==> config.mk <==
export PLATFORM = sky130hd
export DESIGN_NAME = pipe_stage_ctx_reg
export DESIGN_NICKNAME = d
export VERILOG_FILES = /design/src/rtl/pipe_pkg.sv /design/src/rtl/pipe_stage_ctx_reg_lifo.sv /design/src/rtl/pipe_stage_ctx_reg.sv
export SDC_FILE = /design/constraint.sdc
export NUM_CORES = 1
export LEC_CHECK = 0
export BUFFER_PORTS_ARGS = -buffer_cell sky130_fd_sc_hd__buf_2
export CAP_MARGIN = 0
export CORE_MARGIN = 5
export CORE_UTILIZATION = 35
export CTS_BUF_LIST = sky130_fd_sc_hd__clkbuf_4 sky130_fd_sc_hd__clkbuf_8 sky130_fd_sc_hd__clkbuf_16
export CTS_CLUSTER_DIAMETER = 60
export CTS_CLUSTER_SIZE = 30
export DETAILED_ROUTE_END_ITERATION = 8
export PLACE_DENSITY = 0.68
export SETUP_SLACK_MARGIN = 0.4
export SYNTH_ARGS = -nofsm -noshare
export SYNTH_HDL_FRONTEND = slang
export SYNTH_SLANG_ARGS = --single-unit
==> constraint.sdc <==
create_clock -name clk -period 5.1 [get_ports clk]
set_input_delay 0.51 -clock clk [delete_from_list [all_inputs] [get_ports clk]]
set_output_delay 0.51 -clock clk [all_outputs]
set_load 0.005 [all_outputs]
==> src/rtl/pipe_pkg.sv <==
// Shared pipeline constants and the per-cycle action decode used by the stage registers.
package pipe_pkg;

  localparam int unsigned IFID_W            = 64;
  localparam logic [IFID_W-1:0] NOP_BUBBLE  = '0;
  localparam int unsigned DEFAULT_CTX_DEPTH = 2;

  typedef enum logic [2:0] {
    ACT_HOLD,
    ACT_LOAD,
    ACT_RESTORE,
    ACT_SAVE,
    ACT_FLUSH
  } stage_act_e;

  // Exactly one action per cycle: flush > save > restore > load > hold.
  function automatic stage_act_e pick_action(input logic flush, input logic save,
                                             input logic restore, input logic load);
    if (flush)        return ACT_FLUSH;
    else if (save)    return ACT_SAVE;
    else if (restore) return ACT_RESTORE;
    else if (load)    return ACT_LOAD;
    else              return ACT_HOLD;
  endfunction

endpackage

==> src/rtl/pipe_stage_ctx_reg_lifo.sv <==
// Parametrised LIFO for parking stage contexts; count saturates at 0 and DEPTH.
module ctx_lifo #(
  parameter int unsigned W     = 65,
  parameter int unsigned DEPTH = 2,
  localparam int unsigned CW   = $clog2(DEPTH + 1)
) (
  input  logic          clk,
  input  logic          reset,
  input  logic          push,
  input  logic          pop,
  input  logic [W-1:0]  push_data,
  output logic [W-1:0]  pop_data,
  output logic [CW-1:0] count,
  output logic          full,
  output logic          empty
);

  localparam int unsigned AW = (DEPTH > 1) ? $clog2(DEPTH) : 1;

  logic [W-1:0]  mem [DEPTH];
  logic [AW-1:0] wr_idx;
  logic [AW-1:0] rd_idx;
  logic          do_push;
  logic          do_pop;

  assign full    = (count == CW'(DEPTH));
  assign empty   = (count == '0);
  assign do_push = push && !full;
  assign do_pop  = pop && !push && !empty;
  assign wr_idx  = AW'(count);
  assign rd_idx  = AW'(count - CW'(1));
  assign pop_data = mem[rd_idx];

  always_ff @(posedge clk or negedge reset) begin
    if (!reset) begin
      count <= '0;
    end else if (do_push) begin
      count <= count + CW'(1);
    end else if (do_pop) begin
      count <= count - CW'(1);
    end
  end

  // Storage is intentionally unreset; entries above count are never read.
  always_ff @(posedge clk) begin
    if (do_push) begin
      mem[wr_idx] <= push_data;
    end
  end

endmodule

==> src/rtl/pipe_stage_ctx_reg.sv <==
// Inter-stage pipeline register with stall/flush and a nested-interrupt context stack.
module pipe_stage_ctx_reg
  import pipe_pkg::*;
#(
  parameter int unsigned        DATA_W    = IFID_W,
  parameter int unsigned        CTX_DEPTH = DEFAULT_CTX_DEPTH,
  parameter logic [DATA_W-1:0]  BUBBLE    = DATA_W'(NOP_BUBBLE),
  localparam int unsigned       CW        = $clog2(CTX_DEPTH + 1)
) (
  input  logic              clk,
  input  logic              reset,
  input  logic [DATA_W-1:0] in_data,
  input  logic              in_valid,
  input  logic              write_en,
  input  logic              flush,
  input  logic              int_save,
  input  logic              int_restore,
  output logic [DATA_W-1:0] out_data,
  output logic              out_valid,
  output logic [CW-1:0]     ctx_count,
  output logic              ctx_full,
  output logic              ctx_empty,
  output logic              ctx_err
);

  stage_act_e      act;
  logic            lifo_push;
  logic            lifo_pop;
  logic [DATA_W:0] pop_data;

  assign act       = pick_action(flush, int_save, int_restore, write_en);
  assign lifo_push = (act == ACT_SAVE);
  assign lifo_pop  = (act == ACT_RESTORE);

  ctx_lifo #(
    .W     (DATA_W + 1),
    .DEPTH (CTX_DEPTH)
  ) u_lifo (
    .clk       (clk),
    .reset     (reset),
    .push      (lifo_push),
    .pop       (lifo_pop),
    .push_data ({out_valid, out_data}),
    .pop_data  (pop_data),
    .count     (ctx_count),
    .full      (ctx_full),
    .empty     (ctx_empty)
  );

  always_ff @(posedge clk or negedge reset) begin
    if (!reset) begin
      out_data  <= BUBBLE;
      out_valid <= 1'b0;
      ctx_err   <= 1'b0;
    end else begin
      unique case (act)
        ACT_FLUSH: begin
          out_data  <= BUBBLE;
          out_valid <= 1'b0;
        end
        ACT_SAVE: begin
          out_data  <= BUBBLE;
          out_valid <= 1'b0;
          if (ctx_full) ctx_err <= 1'b1;
        end
        ACT_RESTORE: begin
          if (ctx_empty) begin
            out_data  <= BUBBLE;
            out_valid <= 1'b0;
            ctx_err   <= 1'b1;
          end else begin
            {out_valid, out_data} <= pop_data;
          end
        end
        ACT_LOAD: begin
          out_data  <= in_data;
          out_valid <= in_valid;
        end
        default: ;
      endcase
    end
  end

endmodule

After elaboration in Yosys (flattened, before gate mapping)
Memory sizes are Yosys's and may differ from the RTL's.
Cells that the tools add are included.

cells by class
  equal/unequal tests = 7
  reduce and logical (&&, ||, !) cells = 12
  mux-type cells = 15
  add/sub/neg operators = 2

operators by type and width
  cell                                               number
  one-hot mux 64 bit (3 select lines)                1
  2-to-1 mux 64 bit                                  1
  2-to-1 mux 2 bit                                   4
  == test 3 x 2 -> 1 bit (second input constant)     2
  2-to-1 mux 1 bit                                   6
  != test 2 bit (second input constant)              2
  nonzero test 2 bit                                 2
  == test 3 x 1 -> 1 bit (second input constant)     1
  == test 3 bit (second input constant)              1
  logical AND 1 bit                                  3
  logical NOT 1 bit                                  3
  2-to-1 mux 3 bit                                   1
  one-hot mux 1 bit (3 select lines)                 1
  AND reduction 3 bit                                1
  nonzero test 3 bit                                 1
  adder 2 x 1 -> 2 bit (second input constant)       1
  == test 2 bit (second input constant)              1
  logical NOT 2 bit                                  1
  one-hot mux 1 bit (2 select lines)                 1
  OR reduction 2 bit                                 1
  subtractor 2 x 1 -> 2 bit (second input constant)  1

storage, ports and cells
  memories kept = 1
  output and inout bits = 70
  flip-flop bits (word level) = 68
  bits of input ports = 71
  RAM bits = 130
  logic and storage cells = 41

memories
  name        words  bits a word  read ports  clocked after Yosys merged registers in  wr ports  line                           text
  u_lifo.mem  2      65           1           0                                        1         pipe_stage_ctx_reg_lifo.sv:20  logic [W-1:0] mem [DEPTH];

Depth between registers and ports, before layout
Gate-level depths: netlist of the first run.

  depth after elaboration = 10
  gate-level depth with buffers = 11
  mapped depth without buffers = 5

Hierarchy
Synthesis of the first run repeated with hierarchy kept, for this count alone.

second synthesis, totals
  cell total of the unflattened synthesis = 579
  area, all modules = 7870.0 um^2

by module, submodules not included
  module              cells each  times used  sequential area each (um^2)  area an instance (um^2)
  ctx_lifo            218         1           3953.8                       4843.4
  pipe_stage_ctx_reg  361         1           1651.6                       3026.7

Worst setup path after synthesis of the first run
Ideal clock, no wire load.

  kind = register to register
  start point = reg u_lifo.count[0]
  end point = mem u_lifo.mem[0][0] (enable)
  setup slack = 0.016 ns
  library setup time = 0.488 ns
  period minus slack after synthesis = 5.084 ns
  arrival time = 4.595 ns
  stages on the path, launching flop included = 8
  buffers on the path = 3
  required time = 4.612 ns
  cell sequence = dfrtp_1 > clkbuf_1 > buf_2 > buf_2 > inv_1 > ha_1 > or3b_2 > nor2_1

on the way
  word-level cells in the longest chain between the ends = 5

RTL lines
  item                                    line                           text
  from (decl)                             pipe_stage_ctx_reg_lifo.sv:13  output logic [CW-1:0] count,
  from (signal assigned)                  pipe_stage_ctx_reg_lifo.sv:38  count <= count + CW'(1);
  from (signal assigned)                  pipe_stage_ctx_reg_lifo.sv:40  count <= count - CW'(1);
  == test 2 bit                           pipe_stage_ctx_reg_lifo.sv:26  assign full = (count == CW'(DEPTH));
  named net ctx_full                      pipe_stage_ctx_reg.sv:21       output logic ctx_full,
  logical NOT 1 bit                       pipe_stage_ctx_reg_lifo.sv:28  assign do_push = push && !full;
  logical AND 1 bit                       pipe_stage_ctx_reg_lifo.sv:28
  2-to-1 mux 1 bit                        pipe_stage_ctx_reg_lifo.sv:46  if (do_push) begin
  2-to-1 mux 1 bit (implied by the code)  pipe_stage_ctx_reg_lifo.sv:47  mem[wr_idx] <= push_data;
  to (decl)                               pipe_stage_ctx_reg_lifo.sv:20

The timed path passes the listed nets, and every way through them passes these cells.

Worst setup path in the final report of the first run
  start point = reg u_lifo.count[0]
  end point = mem u_lifo.mem[0][48] (enable)

on the way
  word-level cells in the longest chain between the ends = 5

RTL lines
  item                                    line
  == test 2 bit                           pipe_stage_ctx_reg_lifo.sv:26
  logical NOT 1 bit                       pipe_stage_ctx_reg_lifo.sv:28
  logical AND 1 bit                       pipe_stage_ctx_reg_lifo.sv:28
  2-to-1 mux 1 bit                        pipe_stage_ctx_reg_lifo.sv:46
  2-to-1 mux 1 bit (implied by the code)  pipe_stage_ctx_reg_lifo.sv:47

Several ways; a longest one is shown, not always the timed one.

==> results of run 1 <==
-- cells in the final DEF, fill, tap and decap left out, drive strengths merged, types with 2 or more instances in the layout --
| master | instances |
|---|---|
| buf | 148 |
| edfxtp | 130 |
| dfrtp | 68 |
| nor2b | 66 |
| mux2i | 65 |
| o22ai | 65 |
| o21a | 65 |
| clkbuf | 21 |
| clkinv | 6 |
| nand2 | 3 |
| bufinv | 3 |
| inv | 3 |
| nor2 | 2 |
| ha | 2 |
-- final cells by class --
class | count | area (µm²) | area share
Tap cell | 280 | 350.3 | 0.03711
Sequential cell | 198 | 5609 | 0.5942
Multi-Input combinational cell | 277 | 2088 | 0.2212
Inverter | 2 | 7.507 | 0.0007952
Timing Repair Buffer | 148 | 763.2 | 0.08085
Clock inverter | 11 | 147.6 | 0.01564
Clock buffer | 21 | 474.2 | 0.05023
-- cells by family after synthesis --
family | Yosys count | share of synthesized area
DFF | 198 | 0.7133
AOI/OAI and AO/OA | 133 | 0.1165
and+or+nand+nor | 76 | 0.06002
muxes | 65 | 0.08279
buffers and inverters | 39 | 0.02309
adders and majority gates | 2 | 0.003184
xor gates and xnor gates | 1 | 0.001115
-- metrics by stage --
| step | area (µm²) | utilization |
|---|---|---|
| after floorplan | 7859 | - |
| after global placement | 8818 | 0.4016 |
| after detailed placement | 8818 | 0.4016 |
| after CTS | 9440 | 0.4299 |
| after global routing | 9440 | 0.4299 |
| final | 9440 | 0.4299 |
-- registers in the layout, summed over array words and instances, names as in the netlist --
register and flops:
ctx_err 1, out_data 64, out_valid 1, u_lifo.count 2
u_lifo.mem 130
-- how the worst max path moves through the flow --
stage | end | slack [ns] | cells past startpoint
6_report | u_lifo.mem[0][48]$_DFFE_PP_ | 2.12 | 5
5_1_grt | u_lifo.mem[0][48]$_DFFE_PP_ | 1.94 | 5
4_1_cts | u_lifo.mem[0][51]$_DFFE_PP_ | 2.07 | 5
3_5_place_dp | u_lifo.mem[0][44]$_DFFE_PP_ | 2.09 | 5
3_3_place_gp | u_lifo.mem[0][44]$_DFFE_PP_ | 2.12 | 5
2_1_floorplan | u_lifo.mem[0][0]$_DFFE_PP_ | 0.02 | 7
-- report_power, final --
part	internal (µW)	total [µW]	switching [µW]
clock network	819	1390	574
registers	1950	2060	111
logic	331	749	418
-- layer usage --
layer	vias to the layer above	share of wire	track usage	routed length (µm)
li1	2195	-	-	-
met1	2336	0.44	0.1779	7776
met2	122	0.49	0.2247	8606
met3	15	0.053	0.03763	922
met4	0	0.013	0.04185	228
met5	-	0	0	0
==> key figures, run 1 <==
Run status
  • Status: completed

Power and ir drop
  • Peak supply drop: 0.2341 mV
  • PD cells: about 450 nW/µm²
  • Total Power: 4203 µW
  • Pleak: 0.003945 µW

Floorplanning
  • Starting Density: 0.3579
  • Num rows: 54
  • Total core area: 21,960 µm²
  • Chip height: 159.8 µm
  • Ports: between 100 and 150
  • Total die area: 25,550 µm²
  • Chip Width: 159.8 µm

Global route
  • GR Overflow Total: 0
  • Largest net degree at the start of global routing: slightly below 70
  • First-pass GRT wire length: between 20 and 30 mm
  • GRT Total Usage: 0.1367
  • Initial antenna violation count: 0
  • Vias in the first global route: roughly 4,900

CTS
  • Htree depth: 4
  • Post-CTS setup buffer count: 0
  • Worst-path clk slew: 0.07 ns
  • Hold Buf Count CTS: 0
  • Post-CTS Resized: 0
  • Root buf cell: clkbuf_16
  • Clock latency on the worst-skew pair: ~0.42 ns
  • CTS sink count: about 200
  • Total CTS buffers: 17
  • Clk buf depth: 2
  • CTS tree: done

Detailed routing
  • Iter 0 DRT Violations: 281
  • Post-route ant nets: 0
  • Total wire length: 17.53 mm
  • Residual DRC: 0
  • WL/cell: 18.71 µm
  • Total number of vias: approximately 4,700
  • DR vias/cell: 4.982
  • Pre-Repair DR Iteration Count: 4

Critical path
  • Max Fanout on Critical Path: 55
  • Crit path max-delay family: buffers and inverters
  • Reg2reg start: u_lifo.count[0]$_DFFE_PN0P_
  • WP data required: 5.15 ns
  • CP startpoint kind: flop
  • CP arrival: about 3.0 ns
  • Kind of critical path: flop to flop
  • Worst r2r path cells: 5
  • Slowest cell on crit path: buf_4
  • Reg-to-reg endpoint: u_lifo.mem[0][48]$_DFFE_PP_
  • R2R setup slack: 2.12 ns
  • Worst path max stage delay: about 0.72 ns
  • Worst path bufs/invs: 2
  • Critical path origin: u_lifo.count[0]$_DFFE_PN0P_
  • Crit path cell chain: inv_1 > ha_1 > or3b_2 > nor2_4 > buf_4
  • Crit. End Element: flop

Place
  • DP HPWL: roughly 10 mm
  • Dpl cells: 905
  • Gpl congestion: 0.7320
  • PortBufs: 140
  • Placement Setup Slack: 2.086 ns

Yosys
  • Synth Cell Area: 7859 µm²
  • Post-synthesis net count: between 500 and 600
  • Post-synth ARST share: 0.3434
  • Area contributors post-synth: edfxtp_1 (50%), dfrtp_1 (22%), mux2i_1 (8.3%)
  • Synthesized netlist cell count: 514
  • Dominant synthesized flop cell: edfxtp_1
  • Count of different cell masters after synthesis: 23
  • Post-synth top area share: 0.4967
  • Yosys warns: 0
  • EDFF count, synth: 130
  • Synth area leader: edfxtp_1
  • Top-count cell post-synth: edfxtp_1
  • Seq/Total Area, Yosys: 0.7133
  • Synth Area per Inst: ~15 µm²
  • Synth Register Bits: 198
  • Commonest cells in the netlist: edfxtp_1 (130), dfrtp_1 (68), nor2b_1 (66)

Finish
  • Layout cells sized above 1: 0.2846
  • Diode count: 0
  • Area delta synth->final: 20.12%
  • Layout Cells excl Fill: 937
  • Fillers: 2,005
  • Final nets: 717

STA
  • Final worst path period share: 0.5852
  • Final worst slack: 2.115 ns
  • Final Max Tran Viols: 0
  • Sum Neg Setup Slack: 0 ns
  • Rel. slew slack: 0.3197
  • RSZ-0062 raised after global routing: no
  • Final hold violation count: 0
  • Fin Hold WS: 0.2559 ns
  • Endpoints failing setup: 0
  • Post-layout min period: around 3.0 ns
  • Slew at the pin with the worst max-slew slack: 1.020 ns
  • Fmax: 0.3350 GHz
  • Worst clock skew: between 0.004 and 0.005 ns

Flow run
  • Max-cap check violation count: 0

Hold path
  • Hold Path Class: primary input to async pin
Note: power is estimated with default switching activity, not from simulation.
==> run 2: changes to the inputs <==
- ABC_AREA: not set -> 1
- PLACE_DENSITY: 0.68 -> 0.66
- clock period: 5.1 -> 2.8 ns (I/O delays scaled with it)
==> run 2 against run 1 <==
Sequential share of layout area decreased by 1.4 points. Sequential power increased by 80%. Largest cell class unchanged. Clock-buffer cell count decreased by 2. Core utilization decreased by 0.41 points. Setup slack got worse by 1.3 ns. Critical endpoint is now u_lifo.count[0]$_DFFE_PN0P_. Non-clock buffer count increased by 6. Fmax increased by 49%. Cell count increased by 24%. Total power increased by 88%.
==> key figures, run 2 <==
STA
  • Final worst path period share: 0.7139
  • Final worst slack: 0.8011 ns
  • RSZ-0062 raised after global routing: no
  • Sum Neg Setup Slack: 0 ns
  • Slew at the pin with the worst max-slew slack: 0.9590 ns
  • Fmax: roughly 0.50 GHz
  • Post-layout min period: 1.999 ns
  • Rel. slew slack: 0.3607
  • Final Max Tran Viols: 0
  • Worst clock skew: 0.008816 ns
  • Final hold violation count: 0
  • Endpoints failing setup: 0

Detailed routing
  • Residual DRC: 0
  • Pre-Repair DR Iteration Count: 4
  • Post-route ant nets: 0
  • Total wire length: 20.52 mm
  • WL/cell: 17.69 µm
  • DR vias/cell: 5.067
  • Total number of vias: about 6,000
  • Iter 0 DRT Violations: between 400 and 500

Place
  • DP HPWL: ~13 mm
  • PortBufs: 140
  • Placement Setup Slack: 0.7976 ns
  • Gpl congestion: approximately 0.74

Finish
  • Commonest non-fill, non-tap cells in the layout: nand2_1 (270), buf_2 (139), nand3_1 (134)
  • Fillers: 2,124
  • Area delta synth->final: 19.15%
  • Layout cells sized above 1: 0.2277
  • Area of the multi-input gates: around 2200 µm²
  • Most common cell after layout, fill and taps aside: nand2_1
  • Reg with most FFs: u_lifo.mem
  • Final nets: 934
  • Biggest regs: u_lifo.mem: 130 flops, out_data: 64 flops, u_lifo.count: 2 flops
  • Max reg flops: 130
  • Storage cell area: 5607 µm²

Global route
  • GRT Total Usage: 0.1576
  • First-pass GRT wire length: 32.42 mm
  • Largest net degree at the start of global routing: 69
  • GR Overflow Total: 0
  • Initial antenna violation count: 3
  • Vias in the first global route: between 5,000 and 6,000

CTS
  • Htree depth: 4
  • Total CTS buffers: 17
  • CTS tree: done
  • CTS sink count: 198
  • Clk buf depth: 2
  • Hold Buf Count CTS: 0
  • Clock latency on the worst-skew pair: 0.42 ns
  • Post-CTS setup buffer count: 0
  • Root buf cell: clkbuf_16
  • Post-CTS Resized: 0
  • Worst-path clk slew: 0.06 ns

Yosys
  • Synth Register Bits: 198
  • Synthesized netlist cell count: 745
  • Area contributors post-synth: edfxtp_1 (48%), dfrtp_1 (21%), nand2_1 (13%)
  • Post-synth ARST share: 0.3434
  • Yosys warns: 0
  • Synth Cell Area: 8117 µm²
  • Synth area leader: edfxtp_1
  • Commonest cells in the netlist: nand2_1 (272), nand3_1 (134), edfxtp_1 (130), dfrtp_1 (68), nand4_1 (65)
  • Post-synthesis net count: 818
  • Seq/Total Area, Yosys: 0.6906
  • Post-synth top area share: 0.4810
  • EDFF count, synth: 130
  • Dominant synthesized flop cell: edfxtp_1
  • Synth Area per Inst: around 11 µm²
  • Top-count cell post-synth: nand2_1
  • Count of different cell masters after synthesis: 18

Floorplanning
  • Total core area: between 20,000 and 25,000 µm²
  • Num rows: 55
  • Starting Density: 0.3574
  • Chip Width: 162.3 µm
  • Ports: 141
  • Chip height: roughly 160 µm
  • Total die area: 26,330 µm²

Power and ir drop
  • PD cells: 816.0 nW/µm²
  • Peak supply drop: around 0.45 mV
  • Pleak: approximately 0.0044 µW

Critical path
  • CP arrival: 2.35 ns
  • R2R setup slack: ~0.80 ns
  • Kind of critical path: flop to flop
  • Max Fanout on Critical Path: 31
  • CP startpoint kind: flop
  • WP data required: 3.15 ns
  • Crit. End Element: flop

Hold path
  • Hold Path Class: primary input to async pin

Flow run
  • Max-cap check violation count: 0

Run status
  • Status: completed
## run 2: cell count changes in the layout (fill, tap and decap cells not counted), moves of 4 or more
cell / delta
buf_4: +4
inv_2: +5
mux2i_1: -65
nand2_1: +267
nand3_1: +134
nand4_1: +65
nor2b_1: -66
o21a_1: -65
o22ai_1: -65
## run 2: path summary, 6_finish.rpt
path / start / end / cells after the start
setup / recovery: u_lifo.count[0]$_DFFE_PN0P_ / u_lifo.count[0]$_DFFE_PN0P_ / 7
hold / removal: reset / out_data[60]$_DFFE_PN0P_ / 1
setup reg to reg: u_lifo.count[0]$_DFFE_PN0P_ / u_lifo.count[0]$_DFFE_PN0P_ / 7
hold reg to reg: out_data[56]$_DFFE_PN0P_ / u_lifo.mem[1][56]$_DFFE_PP_ / 0
max in group asynchronous: reset / u_lifo.count[0]$_DFFE_PN0P_ / 1
min in group clk: in_data[10] / out_data[10]$_DFFE_PN0P_ / 3
## run 2: final cells by class
class,instances,area share
Multi-Input combinational cell,480,0.2290
Clock buffer,19,0.04684
Clock inverter,13,0.01721
Antenna cell,1,0.0002588
Timing Repair Buffer,154,0.08617
Inverter,10,0.003881
Sequential cell,198,0.5798
Tap cell,285,0.03687
## run 2: cell families after synthesis
kind of cell / Yosys count / synth area share
buf+inv: 67 / 0.04255
simple gates: 478 / 0.2638
fa+ha+maj: 2 / 0.003083
flops: 198 / 0.6906
## run 2: metrics by stage
step	total power [µW]	hold slack (ns)	cells	instance area, µm²	util
2_1_floorplan	4820	-0.01559	745	8158	-
3_3_place_gp	5403	0.4718	1127	9049	0.3985
3_5_place_dp	5427	0.4721	1127	9049	0.3985
4_1_cts	7984	0.02441	1159	9668	0.4257
5_1_grt	8336	0.07190	1160	9671	0.4258
6_report	7891	0.009812	1160	9671	0.4258
## run 2: worst max-delay path, stage by stage (launching register included)
cell and delay, ns:
dfrtp_2 0.40, inv_2 0.19, ha_1 0.28, inv_2 0.45, nand4_1 0.32, nand2_1 0.15
nand2_1 0.06, nand2_1 0.06
## run 2: routing by layer
| metal | vias to the layer above | track usage | wire, µm |
|---|---|---|---|
| met3 | 17 | 0.03984 | 1452 |
| met1 | 2811 | 0.2107 | 8963 |
| met2 | 211 | 0.2605 | 9913 |
| li1 | 2835 | - | - |
| met4 | 4 | 0.03499 | 159 |
| met5 | - | 0 | 27 |
## run 2: where the power goes
part | total (µW) | internal (µW) | switching (µW)
clock network | 2550 | 1470 | 1080
registers | 3700 | 3520 | 177
logic | 1640 | 473 | 1170
total | 7890 | 5460 | 2430
